$ cat src/rtl/fpga_top.sv
// fpga_top -- board-level top of the add/jump-up teaching processor.
//
// Holds a 16 x 20-bit instruction memory, four 16-bit registers and a 4-bit
// program counter. In program mode the DIP switches and buttons write
// instructions at pc. In run mode one instruction executes per clock.
//
// Instruction word: {op, dest[1:0], src, imm[15:0]}; op 0 = ADD, op 1 = JUMP-UP.
//
// Ports:
//   btn_adv       in   1   system clock, rising edge
//   rst           in   1   synchronous active-high reset, highest priority
//   dip_value_in  in  16   immediate value / jump offset
//   btn_add       in   1   program mode: write ADD word (wins over btn_jump)
//   btn_jump      in   1   program mode: write JUMP-UP word
//   btn_dest_msb  in   1   dest[1] of the word being written
//   dip_ctrl      in   3   [2]=prog, [1]=src, [0]=dest[0]
//   pc            out  4   program counter / write pointer
//   o_b           out 16   registered operand bus
//   o_r0..o_r3    out 16   register file contents
module fpga_top (
  input  logic        btn_adv,
  input  logic        rst,
  input  logic [15:0] dip_value_in,
  input  logic        btn_add,
  input  logic        btn_jump,
  input  logic        btn_dest_msb,
  input  logic [2:0]  dip_ctrl,
  output logic [3:0]  pc,
  output logic [15:0] o_b,
  output logic [15:0] o_r0,
  output logic [15:0] o_r1,
  output logic [15:0] o_r2,
  output logic [15:0] o_r3
);

  typedef enum logic [1:0] {
    MODE_RUN  = 2'd0,
    MODE_PROG = 2'd1,
    MODE_EXIT = 2'd2
  } mode_e;

  // Architectural state.
  logic [19:0] mem_r [16];
  logic [15:0] regs_r [4];
  logic [3:0]  pc_r;
  logic [15:0] o_b_r;
  logic        prev_prog_r;

  // Decode / next-state signals.
  mode_e       mode_s;
  logic [19:0] instr_s;
  logic        op_s;
  logic [1:0]  dest_s;
  logic        src_s;
  logic [15:0] imm_s;
  logic [15:0] operand_s;
  logic [3:0]  pc_nxt_s;
  logic [15:0] o_b_nxt_s;
  logic        mem_we_s;
  logic [19:0] mem_wdata_s;
  logic        reg_we_s;
  logic [15:0] reg_wdata_s;

  // Mode select: the cycle after prog drops is a dedicated pc-clear cycle.
  always_comb begin
    mode_s = MODE_RUN;
    if (dip_ctrl[2]) begin
      mode_s = MODE_PROG;
    end else if (prev_prog_r) begin
      mode_s = MODE_EXIT;
    end else begin
      mode_s = MODE_RUN;
    end
  end

  // Combinational fetch and decode of mem[pc]; operand B uses pre-edge registers.
  always_comb begin
    instr_s = mem_r[pc_r];
    op_s    = instr_s[19];
    dest_s  = instr_s[18:17];
    src_s   = instr_s[16];
    imm_s   = instr_s[15:0];
    if (src_s) begin
      operand_s = regs_r[imm_s[1:0]];
    end else begin
      operand_s = imm_s;
    end
  end

  // Next-state logic for pc, operand bus, memory write and register write.
  always_comb begin
    pc_nxt_s    = pc_r;
    o_b_nxt_s   = o_b_r;
    mem_we_s    = 1'b0;
    mem_wdata_s = 20'h00000;
    reg_we_s    = 1'b0;
    reg_wdata_s = 16'h0000;
    case (mode_s)
      MODE_PROG: begin
        o_b_nxt_s = dip_value_in;
        if (btn_add || btn_jump) begin
          // ADD has priority: op is 1 only when jump is pressed alone.
          mem_we_s    = 1'b1;
          mem_wdata_s = {~btn_add, btn_dest_msb, dip_ctrl[0], dip_ctrl[1], dip_value_in};
          pc_nxt_s    = pc_r + 4'd1;
        end else begin
          pc_nxt_s = pc_r;
        end
      end
      MODE_EXIT: begin
        pc_nxt_s = 4'd0;
      end
      MODE_RUN: begin
        if (op_s == 1'b0) begin
          reg_we_s    = 1'b1;
          reg_wdata_s = regs_r[dest_s] + operand_s;
          o_b_nxt_s   = operand_s;
          pc_nxt_s    = pc_r + 4'd1;
        end else begin
          // Offset 0 leaves pc unchanged, which acts as a halt.
          pc_nxt_s  = pc_r - imm_s[3:0];
          o_b_nxt_s = {12'h000, imm_s[3:0]};
        end
      end
      default: begin
        pc_nxt_s = pc_r;
      end
    endcase
  end

  // State registers; reset clears memory as well as the datapath.
  always_ff @(posedge btn_adv) begin
    if (rst) begin
      for (int i = 0; i < 16; i++) begin
        mem_r[i] <= 20'h00000;
      end
      for (int j = 0; j < 4; j++) begin
        regs_r[j] <= 16'h0000;
      end
      pc_r        <= 4'd0;
      o_b_r       <= 16'h0000;
      prev_prog_r <= 1'b0;
    end else begin
      pc_r        <= pc_nxt_s;
      o_b_r       <= o_b_nxt_s;
      prev_prog_r <= dip_ctrl[2];
      if (mem_we_s) begin
        mem_r[pc_r] <= mem_wdata_s;
      end
      if (reg_we_s) begin
        regs_r[dest_s] <= reg_wdata_s;
      end
    end
  end

  assign pc   = pc_r;
  assign o_b  = o_b_r;
  assign o_r0 = regs_r[0];
  assign o_r1 = regs_r[1];
  assign o_r2 = regs_r[2];
  assign o_r3 = regs_r[3];

endmodule

$ cat config.mk
export PLATFORM = sky130hd
export DESIGN_NAME = fpga_top
export DESIGN_NICKNAME = d
export VERILOG_FILES = /design/src/rtl/fpga_top.sv
export SDC_FILE = /design/constraint.sdc
export NUM_CORES = 1
export LEC_CHECK = 0
export ABC_AREA = 1
export CORE_MARGIN = 5
export CORE_UTILIZATION = 38
export CTS_BUF_LIST = sky130_fd_sc_hd__clkbuf_4 sky130_fd_sc_hd__clkbuf_8 sky130_fd_sc_hd__clkbuf_16
export DETAILED_ROUTE_END_ITERATION = 8
export DONT_BUFFER_PORTS = 1
export HOLD_SLACK_MARGIN = 0.1
export PLACE_DENSITY = 0.56
export RECOVER_POWER = 100
export SETUP_SLACK_MARGIN = 0.15
export SLEW_MARGIN = 25
export SYNTH_ARGS = -nofsm -noshare
export SYNTH_HDL_FRONTEND = slang
export SYNTH_SLANG_ARGS = --single-unit
$ cat constraint.sdc
create_clock -name btn_adv -period 7.2 [get_ports btn_adv]
set_input_delay 2.16 -clock btn_adv [delete_from_list [all_inputs] [get_ports btn_adv]]
set_output_delay 2.16 -clock btn_adv [all_outputs]
set_load 0.05 [all_outputs]
* After elaboration in Yosys (flattened, before gate mapping)
Memories as Yosys holds them, arrays and structs flattened. A register that Yosys moved wholly into a read port is not among the register bits.
Cells that the tools add are included.
** Cells by class
- Add/subtract/negate cells :: 3
- Eq/ne operators :: 3
- Multiplexer cells :: 32
- Bitwise logic cells :: 1
- Reductions and logical operators :: 7
** Operators with widths (number)
- $mux 16 :: 5
- $mux 20 :: 3
- $pmux 16 s2 :: 1
- $mux 4 :: 5
- $reduce_or 20->1 :: 1
- $add 16x16->16 :: 1
- $reduce_or 16->1 :: 1
- $mux 1 :: 14
- $pmux 4 s3 :: 1
- $mux 2 :: 3
- $add 4x1->4 const B :: 1
- $sub 4x4->4 :: 1
- $reduce_bool 3->1 :: 1
- $eq 2x1->1 const B :: 1
- $eq 2x2->1 const B :: 1
- $logic_not 2->1 :: 1
- $ne 2x2->1 const B :: 1
- $reduce_and 2->1 :: 1
- $reduce_bool 2->1 :: 1
- $logic_or 1x1->1 :: 1
- $not 1->1 :: 1
** Word-level totals
- Register bits :: 21
- RAM bits :: 384
- Input bits :: 24
- Output and inout bits :: 84
- Memories :: 2
** Memory list
- mem_r :: depth 16, width 20, rd ports 1, clocked after memory_dff 1, wr ports 16, RTL line 43 : logic [19:0] mem_r [16];
- regs_r :: depth 4, width 16, rd ports 6, clocked after memory_dff 0, wr ports 4, RTL line 44 : logic [15:0] regs_r [4];

* Longest topological paths before layout
Gate-level depths: netlist of the first run.
- Depth after elaboration :: 9
- Gate-level depth with buffers :: 28
- Mapped depth without buffers :: 25

* Least setup slack after synthesis of the first run
Ideal clock, no wire load.
- Path kind :: in2reg
- From :: in dip_ctrl[2]
- To :: mem regs_r[3][0], enable pin
- Library setup time :: 0.411 ns
- Arrival time :: 3.865 ns
- Required time :: 6.789 ns
- Slack :: 2.924 ns
- Stages on the path :: 5
- Buffers on the path :: 0
- Cell sequence :: nor2_1 > inv_1 > nor2_4 > inv_2 > o21ai_0
** RTL lines
- start: declaration :: RTL line 27 : input logic [2:0] dip_ctrl,
- end: declaration :: RTL line 44

==> impl_metrics.ini, run 1 <==
[timing]
finalCritPeriodShare_pct = 88.7
worst_pin_slew_ns = 1.79
fmax_mhz = 157
hold_viol_final = 0
final.setup.tns_ns = 0
drv_slew = 63
finalCriticalPeriod_ns = 6.38
rsz0062_at_grt = false
skew_ns = 0.0235
whs_ns = 0.597
finalSetupViolCount = 0
relSlewSlack_pct = -19.9

[status]
violations = max-capacitance violations, max-slew violations
status = complete, but fails checks

[clock_tree]
hold_buffers = 0
cts.repair.resized = 0
clockRootBuffer = clkbuf_16
cts.path.max_buffers = 3
cts_tree = built
path_clk_slew_ns = 0.06
cts_setup_buffers = 0
clkLatencyLatePin_ns = 0.57
cts-htree-levels = 2
cts.sinks = 409
cts_buffers = 43

[floorplanning]
die_y_um = 236
start_util_pct = 38.2
fp-row-count = 83
fp.coreArea_um2 = 51000
die_w_um = 236
io_pins = 108
dieArea_um2 = 55800

[yosys]
synth.area.top_cells = edfxtp_1 (59%), nor2_1 (10%), nand2_1 (5.9%), o21ai_0 (4.2%), nand3_1 (3.5%)
synth_commonest_cells = nor2_1 (540), edfxtp_1 (384), nand2_1 (307)
synth_top_area_share_pct = 59.3
synthDistinctLibCells = 36
synth_ff_type = edfxtp_1
ys_seq_elements = 409
ys_warn_count = 0
synth_nets = 2079
synth_largest_area_cell = edfxtp_1
synth_cells = 2032
syn_area_um2 = 19500
yosys.area_share.simple_pct = 20.6
synth-compound-area-share_pct = 10.5
ys_async_sr_fraction_pct = 0
synth_edf_count = 384
ys_seq_area_share_pct = 61.8
muxShareOfSynthArea_pct = 0
synthAdderAreaFrac_pct = 1.56
postSynthAreaPerCell_um2 = 9.57
synth_top_family_by_area = simple AND/OR/NAND/NOR gates
synth_xor_area_share_pct = 0.450
yosysMostFrequentCell = nor2_1

[finish]
drive_above_1_share_pct = 4.54
syn_to_final_growth_pct = 8.80
post-route-util_pct = 41.5
nets = 1997

[drt]
ant_nets = 0
dr.pass1.iters = 8
drt-total-wl_um = 61400
first_iter_violations = 1650
post_drt_wl_per_cell_um = 23.1
drt_drc_violations_left = 0
via_per_inst = 5.59
vias = 14900

[setup_path]
max_stage_delay_ns = 1.04
critPathSlowestCell = nor2_1
path_cells = inv_2, o21ai_0, o221ai_1, o211ai_1, nand2_1, nor2_1, inv_2, nor2_2, inv_2, nor2_4, nand2_1, nand2_1
arrival_ns = 6.56
critPathRequiredTime_ns = 7.38
reg2reg_slack_ns = 0.82
cp_max_fo = 38
critPathTopFamily = simple AND/OR/NAND/NOR gates
crit_type = reg -> reg
crit_buf_inv = 3
start_kind = register
cp-end-kind = register

[global_route]
grt-ovfl-total = 0
grt_pass1_vias = 14600
antenna_found_initial = 3
grt_max_degree = 124
grt_util_all_layers_pct = 21.3
grt_pass1_wl_um = 91600

[power_and_ir_drop]
power_density_nw_per_um2 = 380
clkPwrFrac_pct = 27.9
sw_frac_of_total_pct = 40.2
leakage_nw = 7.72
p_switching_mw = 3.23
combPwrFrac_pct = 32.7
p_total_mw = 8.04
irDropWorstVdd_uv = 263
p_seq_share_pct = 39.3
p_int_mw = 4.80

[placement]
io_buffers = 0
place.gp.congestion = 0.893
dp_hpwl_um = 38700

[flow_run]
max-cap-violations = 3

[min_path]
hp-class = reg -> reg
## final timing paths
check,start,to,cells after the start
worst max-delay path,register,regs_r[0][14],12
worst min-delay path,prev_prog_r,register,3
worst max register to register,register,regs_r[0][14],12
worst min register to register,prev_prog_r,register,3
## power groups by stage
stage	combinational [mW]	sequential [mW]	clock, mW
final	2.63	3.16	2.25
after global routing	2.90	3.18	2.37
after CTS	2.63	3.16	2.27
after detailed placement	2.61	3.21	0
after global placement	2.59	3.21	0
after floorplan	1.85	3.13	0
## state kept, by name, summed over array words and instances, names as in the netlist, named ones only
signal	count
prev_prog_r	1
pc	4
o_b	16
mem_r	320
regs_r	64
## worst register-to-register path, cell delays in order, from the launching register on
cell,delay (ns)
dfxtp_1,0.82
inv_2,0.55
o21ai_0,0.26
o221ai_1,0.17
o211ai_1,0.21
nand2_1,0.43
nor2_1,1.05
inv_2,0.08
nor2_2,0.53
inv_2,0.26
nor2_4,0.15
nand2_1,0.52
nand2_1,0.96
## cell type report
class | instances | area (um^2)
antenna | 1 | 2.50
multi-input combinational | 1382 | 6400
fill | 5008 | 29800
inverter | 92 | 348
timing repair buffer | 22 | 133
clock buffer | 54 | 1180
tap | 680 | 851
sequential | 409 | 12000
clock inverter | 23 | 218
## layer usage
layer / GRT usage [%] / wire length [um] / vias to the layer above
met5: 0 / 8 / -
met2: 34.9 / 28800 / 641
met3: 5.61 / 5750 / 95
met1: 28.3 / 25400 / 7323
li1: - / - / 6835
met4: 5.81 / 1460 / 2
## cells by family after synthesis
family | count (synthesis)
AOI/OAI and AO/OA | 347
DFF | 409
xor gates and xnor gates | 10
buffers and inverters | 241
adders and majority gates | 23
and+or+nand+nor | 1002
## layout by cell type, fill, tap and decap left out, types with 7 or more instances in the layout
cell type  count
nand3_1      139
clkbuf_1      12
o21ai_1        8
ha_1          21
clkbuf_16     44
o21ai_0      176
a31oi_1       19
buf_4          9
o211ai_1       9
o221ai_1      59
dfxtp_1       23
inv_1         81
nor2_1       542
clkinv_2       7
nand2_1      312
o22ai_1       14
clkbuf_4       9
a21oi_1       54
edfxtp_1     384
clkinv_1      14
## stage by stage
step                      setup slack (ns)  instances  cell area (um^2)
after CTS                             1.34       2662             21300
after global placement                1.34       2585             19900
after floorplan                       2.92       2032             19500
final                                0.816       2663             21200
after global routing                 0.453       2662             21200
after detailed placement              1.37       2585             19900
No activity file was read; power rests on OpenSTA's default activity.
==> inputs of run 2 (changes only) <==
--- a/config.mk
+++ b/config.mk
@@ -9,8 +9,10 @@
 export CORE_MARGIN = 5
 export CORE_UTILIZATION = 38
 export CTS_BUF_LIST = sky130_fd_sc_hd__clkbuf_4 sky130_fd_sc_hd__clkbuf_8 sky130_fd_sc_hd__clkbuf_16
+export CTS_CLUSTER_SIZE = 40
 export DETAILED_ROUTE_END_ITERATION = 8
 export DONT_BUFFER_PORTS = 1
+export GPL_ROUTABILITY_DRIVEN = 0
 export HOLD_SLACK_MARGIN = 0.1
 export PLACE_DENSITY = 0.56
 export RECOVER_POWER = 100
==> run 2 against run 1 <==
  * The flow still finishes with violations (max-capacitance violations, max-slew violations)
  * Hold slack gained 0.021 ns
  * Total power is essentially flat
  * Combinational power is essentially flat
  * First-iteration DRC count grew 12%
  * Sequential share of layout area is essentially flat
  * Critical path depth grew 9
  * Worst setup slack lost 0.072 ns
  * Fmax shrank 1.1%
  * Clock skew shrank 0.012 ns
  * Global-route usage shrank 0.096 points
  * Non-clock buffer count grew 1
  * Routed wire length shrank 1.0%
  * Critical endpoint is now regs_r[2][15]
  * Largest power group unchanged
==> impl_metrics.ini, run 2 (same netlist as run 1, synthesis figures left out) <==
[clock_tree]
cts-htree-levels = 2
cts_tree = built
cts.sinks = 409
cts.path.max_buffers = 3
hold_buffers = 0
clockRootBuffer = clkbuf_16
cts.repair.resized = 0
path_clk_slew_ns = 0.06
clkLatencyLatePin_ns = 0.57
cts_setup_buffers = 0
cts_buffers = 43

[placement]
dp_hpwl_um = 38500
place_inst = 2586
pre_cts_ws_ns = 1.34
dpl-instance-area_um2 = 19900
io_buffers = 0

[setup_path]
crit_buf_inv = 4
cp_max_fo = 72
reg2reg_slack_ns = 0.74
arrival_ns = 6.74
critPathTopFamily = simple AND/OR/NAND/NOR gates
critPathRequiredTime_ns = 7.48
crit_type = reg -> reg
path_cells = buf_4, buf_4, nor2_1, nor2_1, o21ai_0, nand3_1, nand3_1, nand2_1, inv_2, nand3_1, nand3_1, o21ai_0, ha_1, a21oi_1, o21ai_0, inv_1, nor2_1, nor3_1, nand3_1, nand3_1, nor2_1
max_stage_delay_ns = 0.84
crit_top_cell = nand3_1
critPathSlowestCell = nand2_1
cp-end-kind = register
start_kind = register

[timing]
worst_pin_slew_ns = 1.78
layout_setup_ws_ns = 0.744
rsz0062_at_grt = false
final.setup.tns_ns = 0
hold_viol_final = 0
finalSetupViolCount = 0
finalCriticalPeriod_ns = 6.46
finalCritPeriodShare_pct = 89.7
drv_slew = 43
relSlewSlack_pct = -19.2
fmax_mhz = 155
skew_ns = 0.0110

[floorplanning]
dieArea_um2 = 55800
start_util_pct = 38.2
io_pins = 108
die_y_um = 236
die_w_um = 236
fp-row-count = 83
fp.coreArea_um2 = 51000

[drt]
via_per_inst = 5.65
first_iter_violations = 1842
drt-total-wl_um = 60800
dr.pass1.iters = 6
ant_nets = 0
vias = 15000
drt_drc_violations_left = 0
post_drt_wl_per_cell_um = 22.8

[global_route]
grt_pass1_vias = 14400
grt_max_degree = 82
antenna_found_initial = 1
grt_pass1_wl_um = 91600
grt_util_all_layers_pct = 21.2
grt-ovfl-total = 0

[status]
violations = max-capacitance violations, max-slew violations
status = complete, but fails checks

[finish]
nets = 1998
instances_no_fill = 2663
final_common_cell = nor2_1
post-route-util_pct = 41.5
largest_reg_flops = 320
layout_common_cells = nor2_1 (543), edfxtp_1 (384), nand2_1 (311)
n_antenna_cell = 0
final_cell_area_um2 = 21200
top_register = mem_r
drive_above_1_share_pct = 4.59
syn_to_final_growth_pct = 8.82

[power_and_ir_drop]
leakage_nw = 7.72
power_density_nw_per_um2 = 379
irDropWorstVdd_uv = 294

[min_path]
hp-class = reg -> reg

[flow_run]
max-cap-violations = 2
-- run 2: changes by cell type in the layout (fill, tap and decap cells not counted), sizes merged --
cell and delta:
buf +1, clkinv +1, diode -1, clkinvlp +1, inv -2
-- run 2: per-layer routing --
layer	vias to the layer above	global-route usage [%]	share of wire (%)
met5	-	0	0.021
met4	2	6.56	2.7
met3	113	5.37	9.7
met2	737	33.5	46
met1	7356	29.0	42
li1	6827	-	-
-- run 2: path summary, 6_finish.rpt --
kind,from,end,cells past startpoint
setup / recovery,register,regs_r[2][15],21
setup reg to reg,register,regs_r[2][15],21
hold reg to reg,prev_prog_r,register,3
hold / removal,prev_prog_r,register,3
-- run 2: final cells by class --
cell class                      instances  area (um^2)
Clock buffer                           54         1210
Inverter                               92          348
Sequential cell                       409        12000
Timing Repair Buffer                   23          128
Tap cell                              680          851
Fill cell                            5012        29800
Multi-Input combinational cell       1382         6400
Clock inverter                         23          204
-- run 2: report_power, final --
group	total [mW]	leakage (nW)	internal (mW)	switching [mW]
combinational	2.62	2.84	0.715	1.91
clock	2.26	0.702	1.32	0.936
sequential	3.15	4.18	2.78	0.370
total	8.03	7.72	4.82	3.21
-- run 2: worst reg2reg max path, cell delays in order (launching register included) --
cell and delay [ns]:
dfxtp_4 0.65, buf_4 0.63, buf_4 0.75, nor2_1 0.15, nor2_1 0.10, o21ai_0 0.09
nand3_1 0.11, nand3_1 0.07, nand2_1 0.84, inv_2 0.52, nand3_1 0.24, nand3_1 0.12
o21ai_0 0.18, ha_1 0.37, a21oi_1 0.24, o21ai_0 0.12, inv_1 0.10, nor2_1 0.05
nor3_1 0.42, nand3_1 0.14, nand3_1 0.22, nor2_1 0.07
-- run 2: metrics by stage --
stage / power (mW) / hold slack [ns]
after floorplan: 4.98 / 0.537
after global routing: 8.43 / 0.649
after detailed placement: 5.78 / 0.600
after global placement: 5.75 / 0.596
final: 8.03 / 0.618
after CTS: 8.04 / 0.608
==> inputs of run 3 (changes only) <==
--- a/config.mk
+++ b/config.mk
@@ -17,7 +17,7 @@
 export PLACE_DENSITY = 0.56
 export RECOVER_POWER = 100
 export SETUP_SLACK_MARGIN = 0.15
-export SLEW_MARGIN = 25
+export SLEW_MARGIN = 20
 export SYNTH_ARGS = -nofsm -noshare
 export SYNTH_HDL_FRONTEND = slang
 export SYNTH_SLANG_ARGS = --single-unit
==> run 3 against run 2 <==
  * The flow still finishes with violations (max-capacitance violations, max-slew violations)
  * Total power barely moved
  * Highest routed layer unchanged
  * Largest power group unchanged
  * First-iteration DRC count fell by 2.1%
  * Non-clock buffer count did not move
==> impl_metrics.ini, run 3 (same netlist as run 1, synthesis figures left out) <==
[setup_path]
arrival_ns = 6.75
critPathRequiredTime_ns = 7.48
crit_top_cell = nand3_1
critPathSlowestCell = nand2_1
max_stage_delay_ns = 0.84
crit_type = reg -> reg
cp-end-kind = register
start_kind = register
cp_max_fo = 72
path_cells = buf_4, buf_4, nor2_1, nor2_1, o21ai_0, nand3_1, nand3_1, nand2_1, inv_2, nand3_1, nand3_1, o21ai_0, ha_1, a21oi_1, o21ai_0, inv_1, nor2_1, nor3_1, nand3_1, nand3_1, nor2_1

[finish]
layout_common_cells = nor2_1 (543), edfxtp_1 (384), nand2_1 (311)
syn_to_final_growth_pct = 8.82
post-route-util_pct = 41.5
drive_above_1_share_pct = 4.59
nets = 1998
instances_no_fill = 2663
top_register = mem_r
n_fill_cell = 5008
n_antenna_cell = 0
largest_reg_flops = 320
final_cell_area_um2 = 21200
final_common_cell = nor2_1

[power_and_ir_drop]
p_total_mw = 8.03
leakage_nw = 7.73
irDropWorstVdd_uv = 294
power_density_nw_per_um2 = 379

[placement]
dpl-instance-area_um2 = 19900
io_buffers = 0
pre_cts_ws_ns = 1.34
place_inst = 2586
dp_hpwl_um = 38500

[drt]
drt_drc_violations_left = 0
dr.pass1.iters = 5
vias = 15000
post_drt_wl_per_cell_um = 22.8
first_iter_violations = 1803
via_per_inst = 5.64
drt-total-wl_um = 60800
ant_nets = 0

[flow_run]
max-cap-violations = 2

[clock_tree]
cts-htree-levels = 2
cts.sinks = 409
cts_tree = built
cts.path.max_buffers = 3
cts.repair.resized = 0
cts_setup_buffers = 0
clkLatencyLatePin_ns = 0.57
path_clk_slew_ns = 0.06
hold_buffers = 0
clockRootBuffer = clkbuf_16
cts_buffers = 43

[timing]
rsz0062_at_grt = false
relSlewSlack_pct = -20.1
finalCritPeriodShare_pct = 89.7
worst_pin_slew_ns = 1.79
drv_slew = 43
skew_ns = 0.00986
whs_ns = 0.615
hold_viol_final = 0
layout_setup_ws_ns = 0.739
finalSetupViolCount = 0
finalCriticalPeriod_ns = 6.46
final.setup.tns_ns = 0
fmax_mhz = 155

[global_route]
grt_max_degree = 82
antenna_found_initial = 1
grt-ovfl-total = 0
grt_util_all_layers_pct = 21.2
grt_pass1_vias = 14400
grt_pass1_wl_um = 91600

[floorplanning]
die_w_um = 236
die_y_um = 236
dieArea_um2 = 55800
start_util_pct = 38.2
io_pins = 108
fp-row-count = 83
fp.coreArea_um2 = 51000

[status]
violations = max-capacitance violations, max-slew violations
status = complete, but fails checks

[min_path]
hp-class = reg -> reg
run 3: cell count changes in the layout (fill, tap and decap cells not counted), sizes merged:
cell,change
clkinv,-2
inv,+2
run 3: area by class of cell:
type / instances / area [um^2] / share of cell area [%]
flip-flops and latches: 409 / 12000 / 56.9
multi-input cells: 1382 / 6400 / 30.2
clock buffers: 54 / 1210 / 5.70
well taps: 680 / 851 / 4.02
inverters: 92 / 348 / 1.64
clock inverters: 23 / 204 / 0.963
repair buffers: 23 / 128 / 0.603
run 3: report_power, final:
| part | switching [mW] | internal (mW) | total, mW |
|---|---|---|---|
| Sequential | 0.370 | 2.78 | 3.15 |
| Combinational | 1.90 | 0.714 | 2.62 |
| Clock | 0.938 | 1.32 | 2.26 |
| Total | 3.21 | 4.82 | 8.03 |
run 3: final timing paths:
check                                  from       endpoint  slack [ns]  depth (start not counted)
worst max-delay path               register  regs_r[2][15]        0.74                         21
worst min-delay path            prev_prog_r       register        0.61                          3
worst max register to register     register  regs_r[2][15]        0.74                         21
worst min register to register  prev_prog_r       register        0.61                          3
run 3: worst max-delay path, delay by kind of cell, from the launching register on:
family / cells / cell delay [ns]
AO/OA/AOI/OAI: 4 / 0.64
adder cells (fa/ha/maj): 1 / 0.36
buffers and inverters: 4 / 1.92
flip-flops: 1 / 0.65
AND/OR/NAND/NOR: 12 / 2.49
run 3: routing by layer:
layer,part of all wire (%),global-route usage (%),vias up
li1,-,-,6833
met1,41,29.0,7339
met2,46,33.5,738
met3,9.8,5.37,109
met4,2.5,6.56,2
met5,0.021,0,-
